## config.mk

```make
export PLATFORM = sky130hd
export DESIGN_NAME = tick_shifter
export DESIGN_NICKNAME = d
export VERILOG_FILES = /design/src/rtl/shift_pkg.sv /design/src/rtl/tick_edge_detect.sv /design/src/rtl/tick_shifter.sv
export SDC_FILE = /design/constraint.sdc
export NUM_CORES = 1
export LEC_CHECK = 0
export ABC_AREA = 1
export BUFFER_PORTS_ARGS = -buffer_cell sky130_fd_sc_hd__buf_2
export CORE_MARGIN = 2
export CORE_UTILIZATION = 44
export CTS_CLUSTER_SIZE = 28
export DETAILED_ROUTE_END_ITERATION = 8
export HOLD_SLACK_MARGIN = 0.02
export PLACE_DENSITY = 0.83
export SLEW_MARGIN = 20
export SYNTH_ARGS = -nofsm -noshare
export SYNTH_HDL_FRONTEND = slang
export SYNTH_SLANG_ARGS = --single-unit
```

## constraint.sdc

```tcl
create_clock -name clk -period 1.3 [get_ports clk]
set_clock_uncertainty 0.05 [all_clocks]
set_input_delay 0.13 -clock clk [delete_from_list [all_inputs] [get_ports clk]]
set_output_delay 0.13 -clock clk [all_outputs]
set_load 0.02 [all_outputs]
```

## src/rtl/shift_pkg.sv

```systemverilog
// Shared types and encodings for the tick-driven shift register.
package shift_pkg;
  typedef enum logic [1:0] {IDLE, RUN, DONE} tick_state_t;

  localparam logic DIR_LEFT   = 1'b0;
  localparam logic DIR_RIGHT  = 1'b1;
  localparam logic MODE_ROT   = 1'b0;
  localparam logic MODE_SHIFT = 1'b1;
endpackage

```

## src/rtl/tick_edge_detect.sv

```systemverilog
// Decodes a toggle-encoded tick into a one-cycle step strobe.
// The step is combinational from the registered previous level, so it is valid the cycle tick_en changes.
module tick_edge_detect (
  input  logic clk,
  input  logic rst,
  input  logic tick_en,
  output logic step
);
  logic r_tick_q;

  always_ff @(posedge clk or posedge rst) begin
    if (rst) r_tick_q <= 1'b0;
    else     r_tick_q <= tick_en;
  end

  assign step = tick_en ^ r_tick_q;
endmodule

```

## src/rtl/tick_shifter.sv

```systemverilog
// Tick-stepped shift/rotate register with start/stop control and an optional step limit.
// Priority within a cycle: load > stop > step > start.
module tick_shifter
  import shift_pkg::*;
#(
  parameter int WIDTH = 8,
  parameter int STEPS = 0
) (
  input  logic             clk,
  input  logic             rst,
  input  logic             tick_en,
  input  logic             load,
  input  logic [WIDTH-1:0] load_data,
  input  logic             start,
  input  logic             stop,
  input  logic             dir,
  input  logic             mode,
  input  logic             ser_in,
  output logic [WIDTH-1:0] q,
  output logic             step_pulse,
  output logic             busy,
  output logic             done
);
  // With STEPS=0 the counter is unused; keep one bit so the vector stays legal.
  localparam int CW = (STEPS > 0) ? $clog2(STEPS + 1) : 1;

  tick_state_t      r_state, w_next_state;
  logic [WIDTH-1:0] r_q, w_shifted;
  logic [CW-1:0]    r_cnt;
  logic             r_step_pulse;
  logic             w_step, w_shift, w_last;

  tick_edge_detect u_edge (
    .clk     (clk),
    .rst     (rst),
    .tick_en (tick_en),
    .step    (w_step)
  );

  assign w_shift = (r_state == RUN) && w_step && !stop && !load;
  assign w_last  = (STEPS > 0) && (r_cnt == CW'(STEPS - 1));

  always_comb begin
    w_shifted = r_q;
    case ({dir, mode})
      {DIR_LEFT,  MODE_ROT}:   w_shifted = {r_q[WIDTH-2:0], r_q[WIDTH-1]};
      {DIR_RIGHT, MODE_ROT}:   w_shifted = {r_q[0], r_q[WIDTH-1:1]};
      {DIR_LEFT,  MODE_SHIFT}: w_shifted = {r_q[WIDTH-2:0], ser_in};
      {DIR_RIGHT, MODE_SHIFT}: w_shifted = {ser_in, r_q[WIDTH-1:1]};
      default:                 w_shifted = r_q;
    endcase
  end

  always_comb begin
    w_next_state = r_state;
    case (r_state)
      IDLE: if (!load && !stop && start) w_next_state = RUN;
      RUN: begin
        if (load)                   w_next_state = RUN;
        else if (stop)              w_next_state = IDLE;
        else if (w_shift && w_last) w_next_state = DONE;
      end
      DONE:    w_next_state = IDLE;
      default: w_next_state = IDLE;
    endcase
  end

  always_ff @(posedge clk or posedge rst) begin
    if (rst) r_state <= IDLE;
    else     r_state <= w_next_state;
  end

  always_ff @(posedge clk or posedge rst) begin
    if (rst) begin
      r_q          <= '0;
      r_step_pulse <= 1'b0;
    end else begin
      r_step_pulse <= w_shift;
      if (load)         r_q <= load_data;
      else if (w_shift) r_q <= w_shifted;
    end
  end

  // Cleared on load, on an accepted start and on the shift that enters DONE.
  always_ff @(posedge clk or posedge rst) begin
    if (rst) begin
      r_cnt <= '0;
    end else if (load) begin
      r_cnt <= '0;
    end else if ((r_state == IDLE) && start && !stop) begin
      r_cnt <= '0;
    end else if (w_shift && (STEPS > 0)) begin
      r_cnt <= w_last ? '0 : r_cnt + CW'(1);
    end
  end

  assign q          = r_q;
  assign step_pulse = r_step_pulse;
  assign busy       = (r_state == RUN);
  assign done       = (r_state == DONE);
endmodule
```

Word-level counts from Yosys, hierarchy flattened --
Index checks and enable logic that the tools add are counted.
Cells by class: multiplexer cells 7, bitwise logic cells 1, reduce and logical (&&, ||, !) cells 11, equality and inequality tests 7
Operators by type and width (count):
- 8-bit one-hot mux with 4 select lines | 1
- 8-bit 2-to-1 mux | 2
- 2-bit == test, second input constant | 3
- 2-bit 2-to-1 mux | 3
- 1-bit logical AND | 5
- 2-bit by 1-bit == test with 1-bit output, second input constant | 2
- 2-bit logical NOT | 2
- 2-bit one-hot mux with 2 select lines | 1
- 3-bit != test, second input constant | 1
- 1-bit logical NOT | 2
- 2-bit != test, second input constant | 1
- 2-bit AND reduction | 1
- 2-bit nonzero test | 1
- 1-bit bitwise XOR | 1
Word-level totals: word-level logic and storage cells 30, input port bits 17, flip-flop bits (word level) 12

Logic depth before layout (Yosys ltp) --
Gate-level depths: netlist of run 1.
depth after elaboration 6, mapped depth 7

Modules after synthesis --
Synthesis of run 1 repeated with hierarchy kept, for this count alone.
Second synthesis, totals: cells, all modules 98, area total of the unflattened synthesis 675.6 um^2
By module, submodules not included:
- tick_shifter | instances 1, area an instance 628.1 um^2, cells each 91
- tick_edge_detect | instances 1, area an instance 47.5 um^2, cells each 7

Least setup slack after synthesis of run 1 --
OpenSTA, ideal clock, no wires.
path type reg-to-reg, from register r_state[0], to register r_q[7], in the netlist q[7], library setup time 117 ps, setup slack 132 ps, arrival time 1001 ps, cell stages (with the launch flop) 8, cell sequence dfrtp_1 inv_1 nor2_1 nand3_1 nand2_2 inv_2 nand2_1 nand2_1
Between the ends: cells in the longest elaborated chain, start to end 5
RTL lines:
- start: declaration | RTL line tick_shifter.sv:27 | tick_state_t r_state, w_next_state;
- start signal: assignment | RTL line tick_shifter.sv:70 | else r_state <= w_next_state;
- 2-bit by 1-bit == test with 1-bit output | RTL line tick_shifter.sv:40 | assign w_shift = (r_state == RUN) && w_step && !stop && !load;
- 1-bit logical AND (3 in series) | RTL line tick_shifter.sv:40
- 2-bit nonzero test (no source line)
- end signal: assignment | RTL line tick_shifter.sv:79 | if (load) r_q <= load_data;
- end signal: assignment | RTL line tick_shifter.sv:80 | else if (w_shift) r_q <= w_shifted;
- end: declaration | RTL line tick_shifter.sv:28 | logic [WIDTH-1:0] r_q, w_shifted;
No other way between the ends. A chain may end at the register's enable or synchronous reset.

Final worst setup path of run 1 --
from input port tick_en, to register r_q[2], in the netlist q[2]
Between the ends: cells in the longest elaborated chain, start to end 5
RTL lines:
- start: declaration | RTL line tick_shifter.sv:11 | input logic tick_en,
- 1-bit bitwise XOR | RTL line tick_edge_detect.sv:16 | assign step = tick_en ^ r_tick_q;
- 1-bit logical AND (3 in series) | RTL line tick_shifter.sv:40
- 2-bit nonzero test (no source line)
No other way between the ends.

==> results.yml, run 1 <==
status:
  status: "complete, no violations"
min_path:
  hp-class: "input port to register"
  hold_depth: 3
  min_delay_worst_endpoint: "q[0]$_DFFE_PP0P_"
  min_from: "load_data[0]"
placed_design:
  routabilityCongestion: 0.832
  dpl.hpwl_um: 1090
  io_buffers: 26
sta:
  drv_slew: 0
  fin_crit_ps: 1180
  setup_tns_ps: 0
  fmax_mhz: 845
  finalSetupViolCount: 0
  worst_hold_slack_ps: 20.5
  rsz0062_at_grt: "no"
  finalCritPeriodShare_pct: 91.0
  hold_violations: 0
detailed_routing:
  finalWirelength_um: 1670
  wl_per_cell_um: 11.8
  vias: 704
  drc: 0
  drt-initial-drc-count: 21
  via_per_inst: 4.96
  antenna_left: 0
  drt_first_pass_iters: 4
clocking:
  cts_tree: "built"
  root_buffer: "clkbuf_4"
  htreeDepth: 1
  clock_sinks: 11
  clkTransAtPathRegs_ps: 70
  cts_made_buffers: 3
  clk_latency_ps: 280
  cts_buffer_depth: 2
pwr:
  p_int_mw: 0.625
  ir_drop_v: 0.000507
  p_leak_nw: 0.504
  swShare_pct: 35.6
  pwr-share-comb_pct: 30.8
  p_total_mw: 0.969
  p_per_area_nw_per_um2: 1110
  p_switching_mw: 0.345
  seqPwrFrac_pct: 44.3
  pwr-share-clk_pct: 24.9
final_layout:
  syn_to_final_growth_pct: 37.6
  antenna_cells: 0
  drive_gt1_share_pct: 29.9
  multi_input_area_um2: 305
  register_area_um2: 275
  num-fill-cells: 103
  fin_nets: 145
synth:
  synth_edf_count: 0
  seq_area_frac_synth_pct: 43.3
  ys_types: 13
  synth.most_common_cell: "nand2_1"
  synthCells: 94
  yosys_register_bits: 11
  synth_top_area_share_pct: 43.3
  netlist_area_um2: 636
  syn_nets: 111
  yosys-top-cells-area: "dfrtp_1 (43%), nand2_1 (27%), a31oi_1 (5.9%)"
  async_reset_ff_share_pct: 100
  synth_warnings: 0
  syn_avg_cell_area_um2: 6.76
  ys_top_cells_by_count: "nand2_1 (45), dfrtp_1 (11), inv_1 (8), nor2_1 (8), a31oi_1 (6)"
  netlist.top_cell.by_area: "dfrtp_1"
  dominantRegCellSynth: "dfrtp_1"
floorplan:
  initial_utilization_pct: 48.2
  die_h_um: 42.0
  rows: 13
  die_w_um: 42.0
  die-area_um2: 1760
  core-area_um2: 1320
  pin_count: 28
setup_path:
  crit_top_cell: "nand2_1"
  crit_type: "input port to register"
  rr_worst_depth: 7
  cp_cell_sequence: "dlygate4sd3_1 > inv_1 > nand2_1 > nand3_2 > nand2_4 > buf_6 > nand2_1 > nand2_1"
  slowest_stage: "dlygate4sd3_1"
  arrival_ps: 1300
  end_kind: "register"
  crit_fanout: 8
  rrSetupSlack_ps: 140
  critPathLaunchType: "input port"
  required_ps: 1420
  max_stage_delay_ps: 580
  r2r_end: "q[7]$_DFFE_PP0P_"
  timing.rr.start: "r_state[0]$_DFFE_PP0P_"
grt:
  antenna_found_initial: 0
  grt_use_total_pct: 20.1
  overflow: 0
  grt_pass1_wl_um: 2690
  grt_pass1_vias: 614
  grt_max_degree: 18
flow_run:
  cap_violations: 0
-- state kept, by name, summed over array words and instances, names as in the netlist --
| register | cells |
|---|---|
| q | 8 |
| r_state | 1 |
| step_pulse | 1 |
| u_edge.r_tick_q | 1 |
-- critical path, delay by kind of cell --
kind / cells / cell delay [ps]
buf+inv: 3 / 810
simple gates: 5 / 370
-- per-layer routing --
metal  share of wire, %  vias up  global-route usage, %
met5                  0        -                      0
met4                2.4        0                   11.6
met3                8.0        5                   3.02
met2                 46       36                   29.4
met1                 43      304                   28.0
li1                   -      359                      -
-- power groups by stage --
stage | sequential [mW] | clock, mW | combinational [mW]
after floorplan | 0.479 | 0 | 0.124
after global placement | 0.433 | 0 | 0.255
after detailed placement | 0.434 | 0 | 0.257
after CTS | 0.427 | 0.246 | 0.266
after global routing | 0.438 | 0.261 | 0.332
final | 0.429 | 0.241 | 0.299
-- area by class of cell --
cell class | count | share of cell area, %
Tap cell | 15 | 2.15
Clock buffer | 4 | 3.00
Timing Repair Buffer | 32 | 23.6
Sequential cell | 11 | 31.5
Inverter | 10 | 4.86
Multi-Input combinational cell | 70 | 34.9
-- worst max-delay path by stage --
stage	from	end	slack, ps	cells past startpoint
2_1_floorplan	r_state[0]$_DFFE_PP0P_	q[7]$_DFFE_PP0P_	130	7
3_3_place_gp	r_state[0]$_DFFE_PP0P_	q[4]$_DFFE_PP0P_	190	7
3_5_place_dp	r_state[0]$_DFFE_PP0P_	q[7]$_DFFE_PP0P_	160	7
4_1_cts	stop	q[7]$_DFFE_PP0P_	20	8
5_1_grt	tick_en	q[7]$_DFFE_PP0P_	9	8
6_report	tick_en	q[2]$_DFFE_PP0P_	120	8
-- what timing repair did --
action                     4_1_cts  5_1_grt
hold endpoints to repair        13        0
setup endpoints to repair        0        7
hold buffers                     3        0
gates resized for setup          0       10
setup buffers                    0        5
-- placed cells by master, fill, tap and decap left out --
cell and n:
nor2_2 1, nand2_4 1, nor2_1 7, nand3_1 4
a21oi_1 3, clkbuf_4 3, dfrtp_1 11, inv_1 8
nand2_1 45, conb_1 1, buf_6 5, or2_2 1
nand3_2 1, a31oi_1 6, clkbuf_1 1, inv_2 1
dlygate4sd3_1 3, inv_6 1, buf_2 24
-- cells by family (layout without fill, tap and decap cells) --
| family | count (synthesis) | after routing | synth area share, % |
|---|---|---|---|
| AO/OA/AOI/OAI | 9 | 9 | 8.27 |
| buffers and inverters | 13 | 46 | 10.6 |
| flip-flops | 11 | 11 | 43.3 |
| other | 1 | 1 | 0.590 |
| AND/OR/NAND/NOR | 60 | 60 | 37.2 |
-- through the flow --
stage / utilization, % / cell area, um2 / instances / worst slack (ps)
2_1_floorplan: - / 636 / 94 / 132
3_3_place_gp: 57.3 / 754 / 132 / 190
3_5_place_dp: 57.3 / 754 / 132 / 159
4_1_cts: 61.5 / 811 / 139 / 21.3
5_1_grt: 66.4 / 875 / 142 / 8.80
6_report: 66.4 / 875 / 142 / 117
No activity file was read; power rests on OpenSTA's default activity.
==> run 2: changes to the inputs <==
Settings changed: CELL_PAD_IN_SITES_DETAIL_PLACEMENT set to 1, CELL_PAD_IN_SITES_GLOBAL_PLACEMENT set to 1, CORE_UTILIZATION 44 to 30, HOLD_SLACK_MARGIN 0.02 to not set, PLACE_DENSITY 0.83 to 0.84.
==> run 2 against run 1 <==
Effect of this change:
- global-route usage down 3.5 points
- via count up 0.14%
- fmax down 2.1%
- clock-buffer cell count unchanged
- critical path depth up 1
- largest cell class unchanged
- highest routed layer unchanged
==> results.yml, run 2 (same netlist as run 1, synthesis figures left out) <==
detailed_routing:
  finalWirelength_um: 1870
  antenna_left: 0
  drt-initial-drc-count: 5
  drt_first_pass_iters: 4
  wl_per_cell_um: 12.4
  drc: 0
  vias: 705
  via_per_inst: 4.67
pwr:
  p_switching_mw: 0.346
  p_per_area_nw_per_um2: 1130
  pwr-share-clk_pct: 25.5
  ir_drop_v: 0.000383
  pwr-share-comb_pct: 29.2
  p_leak_nw: 0.481
  p_int_mw: 0.605
  seqPwrFrac_pct: 45.3
  swShare_pct: 36.4
sta:
  fmax_mhz: 827
  drv_slew: 0
  hold_violations: 0
  setup_tns_ps: 0
  finalCritPeriodShare_pct: 93.0
  fin_crit_ps: 1210
  finalSetupViolCount: 0
setup_path:
  end_kind: "register"
  required_ps: 1410
  arrival_ps: 1320
  timing.rr.start: "r_state[0]$_DFFE_PP0P_"
  rrSetupSlack_ps: 170
  crit_fanout: 8
  crit_type: "input port to register"
  r2r_end: "q[7]$_DFFE_PP0P_"
  critPathLaunchType: "input port"
  rr_worst_depth: 7
grt:
  grt_pass1_vias: 751
  grt_use_total_pct: 16.5
  grt_max_degree: 18
  overflow: 0
  grt_pass1_wl_um: 3200
  antenna_found_initial: 0
final_layout:
  drive_gt1_share_pct: 27.4
  antenna_cells: 0
  fin_nets: 142
  fin_util_pct: 42.3
  largest_register_ffs: 8
  final_common_cell: "nand2_1"
  final_cell_mix: "nand2_1 (45), buf_2 (26), dfrtp_1 (11)"
  syn_to_final_growth_pct: 31.9
floorplan:
  die_w_um: 50.0
  initial_utilization_pct: 32.1
  die-area_um2: 2500
  core-area_um2: 1980
  rows: 16
  die_h_um: 50.0
  pin_count: 28
clocking:
  cts_made_buffers: 3
  clkTransAtPathRegs_ps: 80
  cts_tree: "built"
  clk_latency_ps: 270
  htreeDepth: 1
  postCtsSetupBuffers: 0
  root_buffer: "clkbuf_4"
  cts_buffer_depth: 2
  clock_sinks: 11
placed_design:
  io_buffers: 26
  dpl.hpwl_um: 1390
  routabilityCongestion: 0.735
min_path:
  hold_depth: 2
  min_from: "load"
  hp-class: "input port to register"
  min_delay_worst_endpoint: "step_pulse$_DFF_PP0_"
flow_run:
  cap_violations: 0
status:
  status: "complete, no violations"
-- run 2: cell count changes in the layout (fill, tap and decap cells not counted), sizes merged --
cell	delta
buf	-3
-- run 2: final cells by class --
type | instances | area [um2]
Fill cell | 274 | 1140
Multi-Input combinational cell | 70 | 303
Sequential cell | 11 | 275
Timing Repair Buffer | 29 | 160
Inverter | 10 | 40.0
Tap cell | 27 | 33.8
Clock buffer | 4 | 26.3
-- run 2: worst max-delay path by stage --
stage / start / end / cells after the start
floorplan: r_state[0]$_DFFE_PP0P_ / q[7]$_DFFE_PP0P_ / 7
global placement: r_state[0]$_DFFE_PP0P_ / q[1]$_DFFE_PP0P_ / 7
detailed placement: r_state[0]$_DFFE_PP0P_ / q[5]$_DFFE_PP0P_ / 7
CTS: tick_en / q[5]$_DFFE_PP0P_ / 9
global route: tick_en / q[7]$_DFFE_PP0P_ / 9
finish: tick_en / q[7]$_DFFE_PP0P_ / 9
-- run 2: per-layer routing --
metal  up-vias  GRT usage (%)  share of wire [%]
met5         -              0                  0
met4         0           8.80               0.75
met3         2           1.52                4.0
met2        19           28.3                 50
met1       333           20.2                 45
li1        351              -                  -
-- run 2: critical path: stages --
cell and delay, ps:
dlygate4sd3_1 520, buf_2 120, inv_1 40, nand2_1 70, nand3_2 110, nand2_4 140, inv_4 60, nand2_1 60
nand2_1 60
-- run 2: what timing repair did --
item / in CTS / in global routing
gates resized for setup: 0 / 3
endpoints found under the setup margin: 0 / 7
endpoints found under the hold margin: 13 / 0
hold buffers: 3 / 0
-- run 2: through the flow --
step                cell area, um2  std cells  setup WS, ps  power (mW)  hold slack, ps
floorplan                      636         94           132       0.603           -67.6
global placement               769        144           175       0.696             105
detailed placement             769        144           124       0.705             118
CTS                            826        151          22.0       0.953            29.1
global route                   838        151         -3.74        1.01            44.2
finish                         838        151          91.1       0.951            35.7
-- run 2: power by group through the flow --
stage               logic [mW]  clock network (mW)  registers, mW
floorplan                0.124                   0          0.479
global placement         0.260                   0          0.436
detailed placement       0.267                   0          0.438
CTS                      0.277               0.246          0.431
global route             0.313               0.262          0.439
finish                   0.278               0.242          0.431
